File: src/rtl/radix2_sdf_stage_ctrl.sv
// rtl/radix2_sdf_stage_ctrl.sv - sequencer for one radix-2 single-path delay-feedback FFT stage
// Optional feature: define RADIX2_SDF_OVERLAP_EN to accept the next frame's first half during DRAIN.
module radix2_sdf_stage_ctrl #(
    parameter int N      = 16,
    parameter int STAGE  = 0,
    parameter int BF_LAT = 3,
    parameter int AW     = $clog2(N)
) (
    input  logic          clk,
    input  logic          rst,
    input  logic          in_valid,
    input  logic          in_sop,
    output logic          in_ready,
    output logic          buf_wr,
    output logic          fb_rd,
    output logic          bf_ce,
    output logic [AW-1:0] tw_addr,
    output logic          out_sel,
    output logic          out_valid,
    output logic          out_sop,
    output logic          out_eop,
    output logic          err_sop
);
    localparam int SPAN = N >> (STAGE + 1);
    localparam int HB   = $clog2(SPAN);

    localparam logic [1:0] S_IDLE  = 2'd0;
    localparam logic [1:0] S_RUN   = 2'd1;
    localparam logic [1:0] S_DRAIN = 2'd2;

    localparam logic [AW-1:0] IDX_LAST = AW'(N - 1);
    localparam logic [AW-1:0] SPAN_V   = AW'(SPAN);
    localparam logic [AW-1:0] KMASK    = AW'(SPAN - 1);
    localparam logic [AW-1:0] ONE      = AW'(1);

    logic [1:0]    state_q, state_d;
    logic [AW-1:0] idx_q, idx_d;
    logic [AW-1:0] drain_q, drain_d;
    logic [3:0]    pipe_q [BF_LAT];
    logic [3:0]    pipe_d [BF_LAT];

    logic accept;
    logic idx_hi;
    logic emit, emit_sel, emit_sop, emit_eop;

    // idx >= 2*SPAN: any bit above the half bit is set
    assign idx_hi = (idx_q >> (HB + 1)) != '0;

    always_comb begin
        state_d  = state_q;
        idx_d    = idx_q;
        drain_d  = drain_q;
        buf_wr   = 1'b0;
        fb_rd    = 1'b0;
        bf_ce    = 1'b0;
        tw_addr  = '0;
        err_sop  = 1'b0;
        emit     = 1'b0;
        emit_sel = 1'b0;
        emit_sop = 1'b0;
        emit_eop = 1'b0;
`ifdef RADIX2_SDF_OVERLAP_EN
        in_ready = (state_q != S_DRAIN) || (idx_q < SPAN_V);
`else
        in_ready = (state_q != S_DRAIN);
`endif
        // gating with rst keeps every strobe low while reset is held
        accept = in_valid & in_ready & rst;

        case (state_q)
            S_IDLE: begin
                if (accept && in_sop) begin
                    buf_wr  = 1'b1;
                    idx_d   = ONE;
                    state_d = S_RUN;
                end
            end
            S_RUN: begin
                if (accept) begin
                    if (in_sop && idx_q != '0) begin
                        err_sop = 1'b1;
                        buf_wr  = 1'b1;
                        idx_d   = ONE;
                    end else begin
                        if (!idx_q[HB]) begin
                            buf_wr = 1'b1;
                            if (idx_hi) begin
                                fb_rd    = 1'b1;
                                emit     = 1'b1;
                                emit_sel = 1'b1;
                            end
                        end else begin
                            bf_ce    = 1'b1;
                            tw_addr  = (idx_q & KMASK) << STAGE;
                            emit     = 1'b1;
                            emit_sop = (idx_q == SPAN_V);
                        end
                        if (idx_q == IDX_LAST) begin
                            idx_d   = '0;
                            drain_d = SPAN_V;
                            state_d = S_DRAIN;
                        end else begin
                            idx_d = idx_q + ONE;
                        end
                    end
                end
            end
            S_DRAIN: begin
                fb_rd    = 1'b1;
                emit     = 1'b1;
                emit_sel = 1'b1;
                emit_eop = (drain_q == ONE);
                drain_d  = drain_q - ONE;
`ifdef RADIX2_SDF_OVERLAP_EN
                if (accept) begin
                    if (in_sop) begin
                        err_sop = (idx_q != '0);
                        buf_wr  = 1'b1;
                        idx_d   = ONE;
                    end else if (idx_q != '0) begin
                        buf_wr = 1'b1;
                        idx_d  = idx_q + ONE;
                    end
                end
`endif
                if (drain_q == ONE) begin
                    state_d = (idx_d != '0) ? S_RUN : S_IDLE;
                end
            end
            default: state_d = S_IDLE;
        endcase

        pipe_d[0] = {emit, emit_sel, emit_sop, emit_eop};
        for (int i = 1; i < BF_LAT; i++) begin
            pipe_d[i] = pipe_q[i-1];
        end
    end

    always_ff @(posedge clk or negedge rst) begin
        if (!rst) begin
            state_q <= S_IDLE;
            idx_q   <= '0;
            drain_q <= '0;
            for (int i = 0; i < BF_LAT; i++) begin
                pipe_q[i] <= '0;
            end
        end else begin
            state_q <= state_d;
            idx_q   <= idx_d;
            drain_q <= drain_d;
            for (int i = 0; i < BF_LAT; i++) begin
                pipe_q[i] <= pipe_d[i];
            end
        end
    end

    assign {out_valid, out_sel, out_sop, out_eop} = pipe_q[BF_LAT-1];

endmodule

File: config.mk
export PLATFORM = sky130hd
export DESIGN_NAME = radix2_sdf_stage_ctrl
export DESIGN_NICKNAME = d
export VERILOG_FILES = /design/src/rtl/radix2_sdf_stage_ctrl.sv
export SDC_FILE = /design/constraint.sdc
export NUM_CORES = 1
export LEC_CHECK = 0
export ABC_AREA = 1
export CAP_MARGIN = 10
export CORE_MARGIN = 8
export CORE_UTILIZATION = 50
export CTS_BUF_LIST = sky130_fd_sc_hd__clkbuf_4
export CTS_CLUSTER_DIAMETER = 60
export DETAILED_ROUTE_END_ITERATION = 12
export PLACE_DENSITY = 0.72
export SLEW_MARGIN = 20
export SYNTH_ARGS = -nofsm -noshare
export SYNTH_HDL_FRONTEND = slang
export SYNTH_SLANG_ARGS = --single-unit
File: constraint.sdc
create_clock -name clk -period 2.92 [get_ports clk]
set_clock_uncertainty 0.1 [all_clocks]
set_input_delay 0.876 -clock clk [delete_from_list [all_inputs] [get_ports clk]]
set_output_delay 0.876 -clock clk [all_outputs]
set_load 0.02 [all_outputs]
After elaboration in Yosys (flattened, before gate mapping)
Cells that the tools add are included.
{"block": "classes", "magnitude_cmp": 0, "addsub": 2, "n_div": 0, "bitwise_logic": 2, "shifts": 0, "n_reduce_logical": 9, "n_eq_ne": 11, "mux": 39, "n_mul": 0}
{"cell": "4-bit 2-to-1 mux", "count": 7}
{"cell": "1-bit 2-to-1 mux", "count": 18}
{"cell": "4-bit one-hot mux with 2 select lines", "count": 2}
{"cell": "3-bit 2-to-1 mux", "count": 4}
{"cell": "2-bit != test, second input constant", "count": 6}
{"cell": "2-bit 2-to-1 mux", "count": 5}
{"cell": "4-bit equality test, second input constant", "count": 2}
{"cell": "2-bit one-hot mux with 3 select lines", "count": 1}
{"cell": "5-bit AND reduction", "count": 1}
{"cell": "4-bit by 1-bit adder with 4-bit output, second input constant", "count": 1}
{"cell": "4-bit by 1-bit equality test with 1-bit output, second input constant", "count": 1}
{"cell": "1-bit one-hot mux with 2 select lines", "count": 2}
{"cell": "4-bit AND reduction", "count": 1}
{"cell": "2-bit nonzero test", "count": 2}
{"cell": "4-bit nonzero test", "count": 1}
{"cell": "4-bit by 1-bit subtractor with 4-bit output, second input constant", "count": 1}
{"cell": "3-bit AND reduction", "count": 1}
{"cell": "1-bit bitwise AND", "count": 2}
{"cell": "2-bit by 1-bit equality test with 1-bit output, second input constant", "count": 1}
{"cell": "2-bit equality test, second input constant", "count": 1}
{"cell": "1-bit logical AND", "count": 2}
{"cell": "2-bit zero test", "count": 1}
{"block": "word_totals", "regBits": 22, "elab_cells": 69, "ramBits": 0, "n_memories": 0, "mem_bits_ro": 0, "in_bits": 4, "latchBits": 0}

Longest topological paths before layout
Gate-level depths: netlist of the first run.
{"block": "logic_depth", "word_depth": 6, "ltp_mapped": 11, "mapped_depth_nobuf": 10}

Worst setup path before layout of the first run
Ideal clock, no wire load.
{"block": "synth_timing", "path_kind": "flip-flop to output port", "startpoint": "reg state_q[0]", "endpoint": "out buf_wr", "path_buffers": 0, "t_arrival_ns": 1.636, "setup_slack_ns": 0.308, "path_stages_with_launch": 6, "cell_sequence": "dfrtp_1 -> inv_1 -> ha_1 -> inv_2 -> nand3_1 -> o32ai_1"}
{"block": "synth_between", "elab_chain_cells": 6, "word_cells_on_any_way": 9, "classes_between": "eq/ne (2); mux (3); bitwise (2); reduce/logical (2)"}
{"element": "start, declared", "line_no": "36", "source": "logic [1:0] state_q, state_d;"}
{"element": "start signal, assigned", "line_no": "148", "source": "state_q <= state_d;"}
{"element": "2-bit != test (*)", "line_no": "65", "source": "in_ready = (state_q != S_DRAIN);"}
{"element": "net in_ready", "line_no": "13", "source": "output logic in_ready,"}
{"element": "1-bit bitwise AND (*) (2 in a row)", "line_no": "68", "source": "accept = in_valid & in_ready & rst;"}
{"element": "1-bit logical AND", "line_no": "72", "source": "if (accept && in_sop) begin"}
{"element": "1-bit 2-to-1 mux", "line_no": "72"}
{"element": "1-bit one-hot mux with 2 select lines (*)", "line_no": "70", "source": "case (state_q)"}
{"element": "end, declared", "line_no": "14", "source": "output logic buf_wr,"}
The timed path passes the listed nets; every way through them passes the cells marked *.

Worst setup path after layout of the first run
{"block": "layout_timing", "startpoint": "reg state_q[0]", "endpoint": "out fb_rd"}
{"block": "layout_between", "elab_chain_cells": 2}
{"element": "2-bit equality test", "line_no": "70"}
{"element": "1-bit 2-to-1 mux"}
{"element": "end, declared", "line_no": "15", "source": "output logic fb_rd,"}
Every way passes these cells.

==> metrics.md, run 1 <==
| Metric | Value |
|---|---|
| RSZ-0062 raised after global routing | no |
| Fin crit period | 2806 ps |
| Vias in the first global route | slightly above 900 |
| Ports | 17 |
| Die height | about 63 um |
| Max Cap Viol | 0 |
| Core Util, Final | 63.60% |
| Routed Antenna Nets | 0 |
| Die X | 62.90 um |
| Crit path kind | register to output pin |
| Layout cells sized above 1 | between 20 and 25% |
| Required time of the worst setup path | 1940 ps |
| Port buffer count | 15 |
| First-pass GRT wire length | a little under 4000 um |
| Design Power | 1.130 mW |
| M1 GR Usage | 14.21% |
| Leak | between 0.7 and 0.8 nW |
| VDD IR max | ~520 uV |
| Seq/Total Area, Yosys | between 50 and 60% |
| CTS H-tree depth | 1 |
| Final period util | 96.11% |
| Aggregate global-route resource usage | between 10% and 20% |
| Initial DRC count | 32 |
| Crit-path cells | inv_1 > ha_1 > buf_4 > clkdlybuf4s50_1 |
| Num CTS Buffers | 3 |
| WL final | ~2200 um |
| Worst path slowest cell | clkdlybuf4s50_1 |
| Max stage delay on crit path | 600 ps |
| Post-Syn Instances | 123 |
| Met3 Usage GRT | 3.763% |
| CP Launch Type | register |
| TritonCTS clock tree | yes |
| Critical path's top delay family | buffers and inverters |
| Starting density of the core | between 50 and 60% |
| Post-DP HPWL | between 1500 and 2000 um |
| Area share of the largest cell type after synthesis | 50.06% |
| CP endpoint kind | output pin |
| Syn nets | 135 |
| Total grt overflow | 0 |
| Nets | 162 |
| Syn Area/Cell | 8.942 um^2 |
| Layer with the highest usage | met2 |
| WL per Instance | approximately 12 um |
| GP Congestion | 0.9133 |
| Setup Viol. Count Final | 0 |
| Vias per cell | 4.949 |
| Pin count of the biggest net entering global routing | 23 |
| Final hold vios | 0 |
| Achievable Freq | about 360 MHz |
| Initial antenna violation count | 0 |
| Final hold slack | ~260 ps |
| Area contributors post-synth | dfrtp_1 50%, nand2_1 9.9%, ha_1 9.1% |
| Hold crit path type | register to register |
| Clock latency on the worst-skew pair | 300 ps |
| Crit-path max FO | 6 |
| DRC errors left | 0 |
| Seq cells post-synth | 22 |
| Core ar. | 2148 um^2 |
| Worst path buffer plus inverter count | 3 |
| Max-slew violation count | 0 |
| First-pass detailed-route iteration total | 6 |
| Top cell type by total area after synthesis | dfrtp_1 |
| Diode count | 0 |
| Total clock sinks | 22 |
| Global Route met2 Usage | 18.31% |
| Status | finished clean |
| Yosys cell types | 22 |
| Row cnt | 17 |
| Vias post-DR | between 800 and 900 |
| Die area | 3956 um^2 |
| Mapped Area | ~1100 um^2 |
| Clk slew on worst S/H paths | 110 ps |
| Crit path DAT | 1830 ps |
| Root Driver | clkbuf_4 |
| Synth-to-Final Area Change | 24.23% |
| CTS Buffer Depth | 2 |
| Pwr/cell area | 826.8 nW/um^2 |
| Ys Warns | 0 |
path summary, 6_finish.rpt:
check                                 from          to  slack, ps  depth (start not counted)
worst max-delay path            state_q[0]       fb_rd        110                          4
worst min-delay path             pipe_d[6]   pipe_d[2]        260                          0
worst max register to register  state_q[0]  state_q[0]        970                         11
worst min register to register   pipe_d[6]   pipe_d[2]        260                          0
max in group asynchronous              rst   pipe_d[5]       1860                          2
min in group asynchronous              rst     out_sel        630                          2
synthesized netlist by cell type:
cell	count
nand2_1	29
dfrtp_1	22
inv_1	15
nor2_1	13
ha_1	8
o21ai_0	7
nand3_1	6
nand3_2	5
nand2_2	3
nand4_1	2
nor2_2	2
a21boi_0	1
a21oi_1	1
buf_4	1
buf_6	1
conb_1	1
inv_2	1
nor3_1	1
o32ai_1	1
or2_2	1
xnor2_1	1
xor2_1	1
metal layers:
metal  wire length, um  share of wire (%)
met1               954                 44
met5                 0                  0
met3               183                8.5
met2              1014                 47
met4                13               0.60
kinds of logic (layout without fill, tap and decap cells):
group / count (synthesis) / after routing / synth area share, %
simple gates: 62 / 62 / 26.62
xor+xnor: 2 / 2 / 1.593
flops: 22 / 22 / 50.06
other cells: 1 / 1 / 0.3410
fa+ha+maj: 8 / 8 / 9.102
buf+inv: 18 / 44 / 7.167
compound gates: 10 / 10 / 5.119
power by group:
part	switching, mW	internal [mW]	total [mW]
combinational	0.332	0.223	0.555
sequential	0.0568	0.384	0.441
clock	0.0842	0.0498	0.134
total	0.473	0.657	1.13
final cells by class:
class | instances | area (um^2)
clock inverter | 1 | 3.754
clock buffer | 3 | 22.52
tap | 28 | 35.03
fill | 173 | 782.0
inverter | 16 | 60.06
multi-input combinational | 83 | 505.5
timing repair buffer | 24 | 188.9
sequential | 22 | 550.5
worst reg2reg max path: cells and delay by family (launching register included):
| kind | cells | cell delay (ps) |
|---|---|---|
| flip-flops | 1 | 400 |
| AND/OR/NAND/NOR | 7 | 620 |
| adder cells (fa/ha/maj) | 1 | 320 |
| buffers and inverters | 3 | 430 |
metrics by stage:
| step | cell area [um^2] | setup slack [ps] | setup TNS [ps] | cells |
|---|---|---|---|---|
| 6_report | 1366 | 113.7 | 0 | 177 |
| 4_1_cts | 1366 | 107.6 | 0 | 177 |
| 3_3_place_gp | 1326 | -582.9 | -3317 | 172 |
| 3_5_place_dp | 1326 | -618.6 | -3420 | 172 |
| 5_1_grt | 1366 | 45.81 | 0 | 177 |
| 2_1_floorplan | 1100 | 308.4 | 0 | 123 |
flip-flops by register name, summed over array words and instances, names as in the netlist:
signal	flops
state_q	2
out_sel	1
out_eop	1
idx_q	4
pipe_d	8
drain_q	4
out_sop	1
out_valid	1
layout by cell type (no fill, tap or decap), drive strengths merged:
cell type / synthesis / routed
nand3: 11 / 11
xnor2: 1 / 1
a21boi: 1 / 1
o21ai: 7 / 7
a21oi: 1 / 1
clkdlybuf4s50: 0 / 6
nand4: 2 / 2
clkinv: 0 / 1
dlygate4sd2: 0 / 3
or2: 1 / 1
o32ai: 1 / 1
buf: 2 / 15
nand2: 32 / 32
clkbuf: 0 / 3
nor2: 15 / 15
ha: 8 / 8
conb: 1 / 1
inv: 16 / 16
xor2: 1 / 1
dfrtp: 22 / 22
nor3: 1 / 1
timing repair:
action	in CTS	in global routing
gates resized for setup	38	0
setup buffers	1	0
endpoints found under the setup margin	6	0
hold buffers	0	0
No activity file was read; power rests on OpenSTA's default activity.
==> inputs of run 2 (changes only) <==
--- a/config.mk
+++ b/config.mk
@@ -8,11 +8,11 @@
 export ABC_AREA = 1
 export CAP_MARGIN = 10
 export CORE_MARGIN = 8
-export CORE_UTILIZATION = 50
+export CORE_UTILIZATION = 45
 export CTS_BUF_LIST = sky130_fd_sc_hd__clkbuf_4
 export CTS_CLUSTER_DIAMETER = 60
 export DETAILED_ROUTE_END_ITERATION = 12
-export PLACE_DENSITY = 0.72
+export PLACE_DENSITY = 0.66
 export SLEW_MARGIN = 20
 export SYNTH_ARGS = -nofsm -noshare
 export SYNTH_HDL_FRONTEND = slang
==> run 2 against run 1 <==
Final cell count increased by 1.1%; sequential power increased by 2%; non-clock buffer count unchanged; count of clock-buffer cells in the layout unchanged; sequential share of layout area increased by 0.15 points; setup slack got worse by 16 ps; via count unchanged; die area increased by 8.2%; clock power increased by 5%; first-iteration DRC count decreased by 3.1%; flip-flop and latch count unchanged; maximum frequency decreased by 0.57%; critical endpoint unchanged; largest power group unchanged.
==> metrics.md, run 2 (synthesized netlist as in run 1, its figures left out) <==
| Metric | Value |
|---|---|
| Status | finished clean (unchanged) |
| Stages on worst setup path | 4 (unchanged) |
| Hold crit path type | register to register (unchanged) |
| CTS H-tree depth | 1 (unchanged) |
| Worst Reg-to-Reg Cells | 11 (unchanged) |
| Critical path's top delay family | buffers and inverters (unchanged) |
| GP Congestion | 0.8487 (was 0.9133) |
| Final worst slack | 97.52 ps (was 113.7 ps) |
| Worst path buffer plus inverter count | 3 (unchanged) |
| Nets | 162 (unchanged) |
| Most frequent cells in the layout | 27 x nand2_1, 22 x dfrtp_1, 15 x inv_1, 13 x nor2_1, 12 x buf_4 (was 27 x nand2_1, 22 x dfrtp_1, 15 x inv_1, 11 x nor2_1, 11 x buf_4) |
| FF-to-FF Start | state_q[1] (was state_q[0]) |
| First-pass GRT wire length | 3877 um (unchanged) |
| WL final | 2251 um (was 2165 um) |
| Achievable Freq | 354.3 MHz (was 356.3 MHz) |
| Final period util | 96.66% (was 96.11%) |
| Psw | 0.4794 mW (was 0.4727 mW) |
| TritonCTS clock tree | yes (unchanged) |
| Initial antenna violation count | 0 (unchanged) |
| Vias per cell | 4.894 (was 4.949) |
| Int Power | 0.6540 mW (was 0.6569 mW) |
| Leak | 0.7107 nW (was 0.7121 nW) |
| Hold_sp | pipe_d[2] (was pipe_d[6]) |
| CP Launch Type | register (unchanged) |
| Synth-to-Final Area Change | 23.78% (was 24.23%) |
| Max Cap Viol | 0 (unchanged) |
| Final hold vios | 0 (unchanged) |
| Starting density of the core | 46.07% (was 51.19%) |
| Fillcell total | 242 (was 173) |
| Aggregate global-route resource usage | 11.50% (was 11.46%) |
| Fin crit period | 2822 ps (was 2806 ps) |
| Core ar. | 2387 um^2 (was 2148 um^2) |
| Setup Viol. Count Final | 0 (unchanged) |
| CTS Buffer Depth | 2 (unchanged) |
| Max stage delay on crit path | 600 ps (about the same) |
| Commonest non-fill, non-tap cell in the layout | nand2_1 (unchanged) |
| Placed inst area | 1336 um^2 (was 1326 um^2) |
| Post-DP HPWL | 1704 um (was 1605 um) |
| Root Driver | clkbuf_4 (unchanged) |
| RSZ-0062 raised after global routing | no (unchanged) |
| Crit-path max FO | 6 (unchanged) |
| Layout cells sized above 1 | 23.49% (was 24.16%) |
| Die height | 65.44 um (was 62.90 um) |
| Die area | 4282 um^2 (was 3956 um^2) |
| Final instance area | 1361 um^2 (was 1366 um^2) |
| Die X | 65.44 um (was 62.90 um) |
| Setup TNS | 0 ps (unchanged) |
| Reg power frac | 39.8% (was 39.0%) |
| DRC errors left | 0 (unchanged) |
| CP endpoint kind | output pin (unchanged) |
| Routed Antenna Nets | 0 (unchanged) |
| Crit path kind | register to output pin (unchanged) |
| Clk slew on worst S/H paths | 130 ps (was 110 ps) |
| Total grt overflow | 0 (unchanged) |
| Design Power | 1.133 mW (was 1.130 mW) |
| WL per Instance | 12.58 um (was 12.23 um) |
| Flop2flop setup slack | 1160 ps (was 970 ps) |
| Required time of the worst setup path | 1940 ps (about the same) |
| Vias in the first global route | 869 (was 933) |
| Pre-CTS WS | -589.9 ps (was -618.6 ps) |
| Port buffer count | 15 (unchanged) |
| Max-slew violation count | 0 (unchanged) |
| Placed instance count | 175 (was 172) |
| Row cnt | 18 (was 17) |
| Crit-path cells | inv_1 > ha_2 > buf_4 > clkdlybuf4s50_1 (was inv_1 > ha_1 > buf_4 > clkdlybuf4s50_1) |
| First-pass detailed-route iteration total | 4 (was 6) |
| Pin count of the biggest net entering global routing | 23 (unchanged) |
| Total clock sinks | 22 (unchanged) |
| VDD IR max | 493.5 uV (was 515.1 uV) |
| Hold buffers post-CTS | 0 (unchanged) |
| Vias post-DR | 876 (unchanged) |
| Crit path DAT | 1850 ps (was 1830 ps) |
| Reg-to-Reg End | state_q[0] (unchanged) |
| Diode count | 0 (unchanged) |
| Pwr/cell area | 832.6 nW/um^2 (was 826.8 nW/um^2) |
| Max reg flops | 8 (unchanged) |
| Worst setup path end | fb_rd (unchanged) |
| Finished Layout Cells | 179 (was 177) |
| Clock network power share | 12.4% (was 11.9%) |
| Setup bufs post-CTS | 0 (was 1) |
| Clock latency on the worst-skew pair | 300 ps (about the same) |
| Ports | 17 (unchanged) |
| Sw Share | 42.30% (was 41.85%) |
| Worst setup path start | state_q[0] (unchanged) |
| Initial DRC count | 31 (was 32) |
| Worst path slowest cell | clkdlybuf4s50_1 (unchanged) |
| Num CTS Buffers | 3 (unchanged) |
| Comb power frac | 47.8% (was 49.1%) |
## run 2: worst min-delay path by stage
stage | endpoint | slack, ps | cells after the start
5_1_grt | pipe_d[0] | 270 | 0
2_1_floorplan | out_eop | 230 | 0
3_5_place_dp | out_eop | 240 | 0
3_3_place_gp | pipe_d[3] | 230 | 0
4_1_cts | out_eop | 260 | 0
6_report | out_sel | 260 | 0
## run 2: power by group through the flow
stage | sequential [mW] | clock, mW | combinational (mW)
floorplan | 0.449 | 0 | 0.372
global placement | 0.449 | 0 | 0.515
detailed placement | 0.455 | 0 | 0.535
CTS | 0.450 | 0.142 | 0.545
global route | 0.461 | 0.157 | 0.613
finish | 0.451 | 0.141 | 0.541
## run 2: layout make-up
type                            instances  area (um^2)  share of cell area [%]
Sequential cell                        22        550.5                   40.44
Multi-Input combinational cell         83        495.5                   36.40
Timing Repair Buffer                   24        191.4                   14.06
Inverter                               16        60.06                   4.412
Tap cell                               30        37.54                   2.757
Clock buffer                            3        22.52                   1.654
Clock inverter                          1        3.754                  0.2757
## run 2: repair_timing
| action | 4_1_cts | 5_1_grt |
|---|---|---|
| pin swaps | 2 | 0 |
| endpoints found under the hold margin | 0 | 0 |
| resized for setup | 36 | 1 |
| gates cloned | 0 | 0 |
| endpoints found under the setup margin | 6 | 2 |
## run 2: stage by stage
step / utilization (%) / hold WS, ps
after floorplan: - / 231.2
after global placement: 55.97 / 232.8
after detailed placement: 55.97 / 235.6
after CTS: 56.92 / 263.3
after global routing: 57.02 / 271.6
final: 57.02 / 261.9
## run 2: per-layer routing
layer  part of all wire, %  track usage [%]  up-vias
met5                     0                0        -
met4                  0.80            4.905        0
met3                   4.3            2.721        2
met2                    49            19.68       14
met1                    46            13.39      422
li1                      -                -      438
==> inputs of run 3 (changes only) <==
--- a/config.mk
+++ b/config.mk
@@ -6,11 +6,13 @@
 export NUM_CORES = 1
 export LEC_CHECK = 0
 export ABC_AREA = 1
+export ABC_CLOCK_PERIOD_IN_PS = 2920
 export CAP_MARGIN = 10
 export CORE_MARGIN = 8
 export CORE_UTILIZATION = 45
 export CTS_BUF_LIST = sky130_fd_sc_hd__clkbuf_4
 export CTS_CLUSTER_DIAMETER = 60
+export CTS_CLUSTER_SIZE = 25
 export DETAILED_ROUTE_END_ITERATION = 12
 export PLACE_DENSITY = 0.66
 export SLEW_MARGIN = 20
==> results of run 3 <==
The final DEF is identical to that of run 2; final timing and power are the same.
==> RTL edit (flow settings as in run 2) <==
Build with the macro `RADIX2_SDF_OVERLAP_EN` defined.
--- a/src/rtl/radix2_sdf_stage_ctrl.sv
+++ b/src/rtl/radix2_sdf_stage_ctrl.sv
@@ -1,5 +1,7 @@
 // rtl/radix2_sdf_stage_ctrl.sv - sequencer for one radix-2 single-path delay-feedback FFT stage
 // Optional feature: define RADIX2_SDF_OVERLAP_EN to accept the next frame's first half during DRAIN.
+`define RADIX2_SDF_OVERLAP_EN
+
 module radix2_sdf_stage_ctrl #(
     parameter int N      = 16,
     parameter int STAGE  = 0,
Formal check against the unedited RTL: no difference found for any inputs over 10 cycles, from zero or initial values and one cycle with rst low; that may be too few to reach the edited logic, so the function may still have changed.
==> RTL edit against run 2 <==
Worst setup slack improved by 0.0079 ns. Combinational power rose by 54%. Register-to-register slack worse by 0.25 ns. Routed wire length increased by 31%. Design area is 22% higher. Area after synthesis rose by 19%. Maximum frequency rose by 0.28%. Non-clock buffer count is 12 higher. First-iteration DRC count increased by 140%. Power increased by 30%. Count of clock-buffer cells in the layout did not move. Via count grew 26%. Sequential cell count is the same. Largest power group unchanged. Highest routed layer unchanged.
==> RTL edit: results (changes against run 2) <==
metric,value,unit,change
status,finished clean,,
cpMaxStageDelayCell,dlygate4sd2_1,,
port_buffers,15,,unchanged
critPathMaxStageDelay,0.25,ns,-0.35 ns
holdPathEnd,out_valid,,
synth_cell_types,28,,+27%
post_cts_resized,33,,-8.3%
pwr-share-seq,0.281,,-0.117
worstSkewPairLatency,0.31,ns,
fill_cells,250,,+3.3%
cts_root_buf,clkbuf_4,,
hold_slack,0.253,ns,-0.00888 ns
syn_nets,166,,+23%
drive_gt1_frac,0.289,,+0.0546
cp-startpoint,in_valid,,
path_max_fanout,4,,-2
power.switching,0.000630,W,+31%
grt_pass1_wl,5.21,mm,+34%
clk_pin_slew_worst_paths,0.13,ns,about the same
nets,204,,+26%
crit_end,tw_addr[1],,
p_clk_frac,0.157,,+0.033
cts_buffers,3,,unchanged
ys_seq_area_frac,0.422,,-0.0787
synth_top_cells_by_area,"dfrtp_1 42%, nand2_1 10%, ha_1 8.6%, nand3_1 5.0%, inv_1 4.9%",,
htreeDepth,1,,unchanged
ir_worst_vdd,699,uV,+42%
ys_warn_count,0,,unchanged
period_share,0.964,,-0.00270
hpwlAfterDp,2.28,mm,+34%
holdPathStages,0,,unchanged
dr_wl_met3,175,um,+80%
placed_cells,217,,+24%
ys_top_cells_by_count,"36 x nand2_1, 22 x dfrtp_1, 17 x inv_1, 13 x nand3_1, 12 x nor2_1",,
syn_area_per_cell,8.53,sq um,-4.6%
cts_setup_buffers,0,,unchanged
grt_max_degree,23,,unchanged
antenna_found_initial,0,,unchanged
vias,1102,,+26%
wl_per_cell,13.3,um,+6.1%
hold_path_startpoint,pipe_d[3],,
first_pass_iters,4,,unchanged
leakage,0.876,nW,+23%
track_usage,0.127,,+0.0119
r2r_cells,15,,+4
wl_met2,1.46,mm,+33%
regToRegSetupSlack,0.91,ns,-0.25 ns
crit_arrival,1.84,ns,
pre_cts_ws,-0.641,ns,-0.0512 ns
drt_iter0_drc,73,,+140%
rr_startpoint,state_q[0],,
routed_wl,2.95,mm,+31%
place_congestion,0.843,,-0.68%
routedLengthMet1,1.31,mm,+26%
-- RTL edit: cell count changes in the layout (fill, tap and decap cells not counted), moves of 5 or more --
| cell | run 2 | this run |
|---|---|---|
| buf_4 | 12 | 23 |
| nand2_1 | 27 | 35 |
| nand3_1 | 5 | 13 |
| o21ai_0 | 7 | 1 |
| o21ai_1 | 0 | 5 |
-- RTL edit: logic make-up after synthesis --
group	count (synthesis)	synth area share
AND/OR/NAND/NOR	78	0.314
AO/OA/AOI/OAI	16	0.0738
adder cells (fa/ha/maj)	9	0.0863
other	1	0.00287
flip-flops	22	0.422
buffers and inverters	24	0.0805
XOR/XNOR	3	0.0201
-- RTL edit: metrics by stage --
stage                      util  instance area (sq um)  total power (W)  TNS [ns]
final                     0.604                   1670          0.00148         0
after global routing      0.604                   1670          0.00160         0
after CTS                 0.602                   1660          0.00149         0
after detailed placement  0.589                   1630          0.00125     -3.63
after global placement    0.589                   1630          0.00123     -3.61
after floorplan               -                   1310         0.000971         0
-- RTL edit: layer usage --
layer / up-vias / GRT usage
met4: 0 / 0.00670
li1: 556 / -
met1: 511 / 0.151
met5: - / 0
met3: 2 / 0.0424
met2: 33 / 0.224
-- RTL edit: final cells by class --
type	instances	area, sq um	area share
timing repair buffer	36	289	0.173
tap	31	38.8	0.0233
inverter	21	78.8	0.0473
multi-input combinational	107	657	0.394
clock buffer	3	22.5	0.0135
sequential	22	551	0.330
clock inverter	1	30.0	0.0180
-- RTL edit: worst register-to-register path: cells and delay by family, from the launching register on --
kind,cells,cell delay (ns)
adder cells (fa/ha/maj),1,0.22
AO/OA/AOI/OAI,1,0.12
AND/OR/NAND/NOR,9,0.59
buffers and inverters,4,0.49
flip-flops,1,0.40
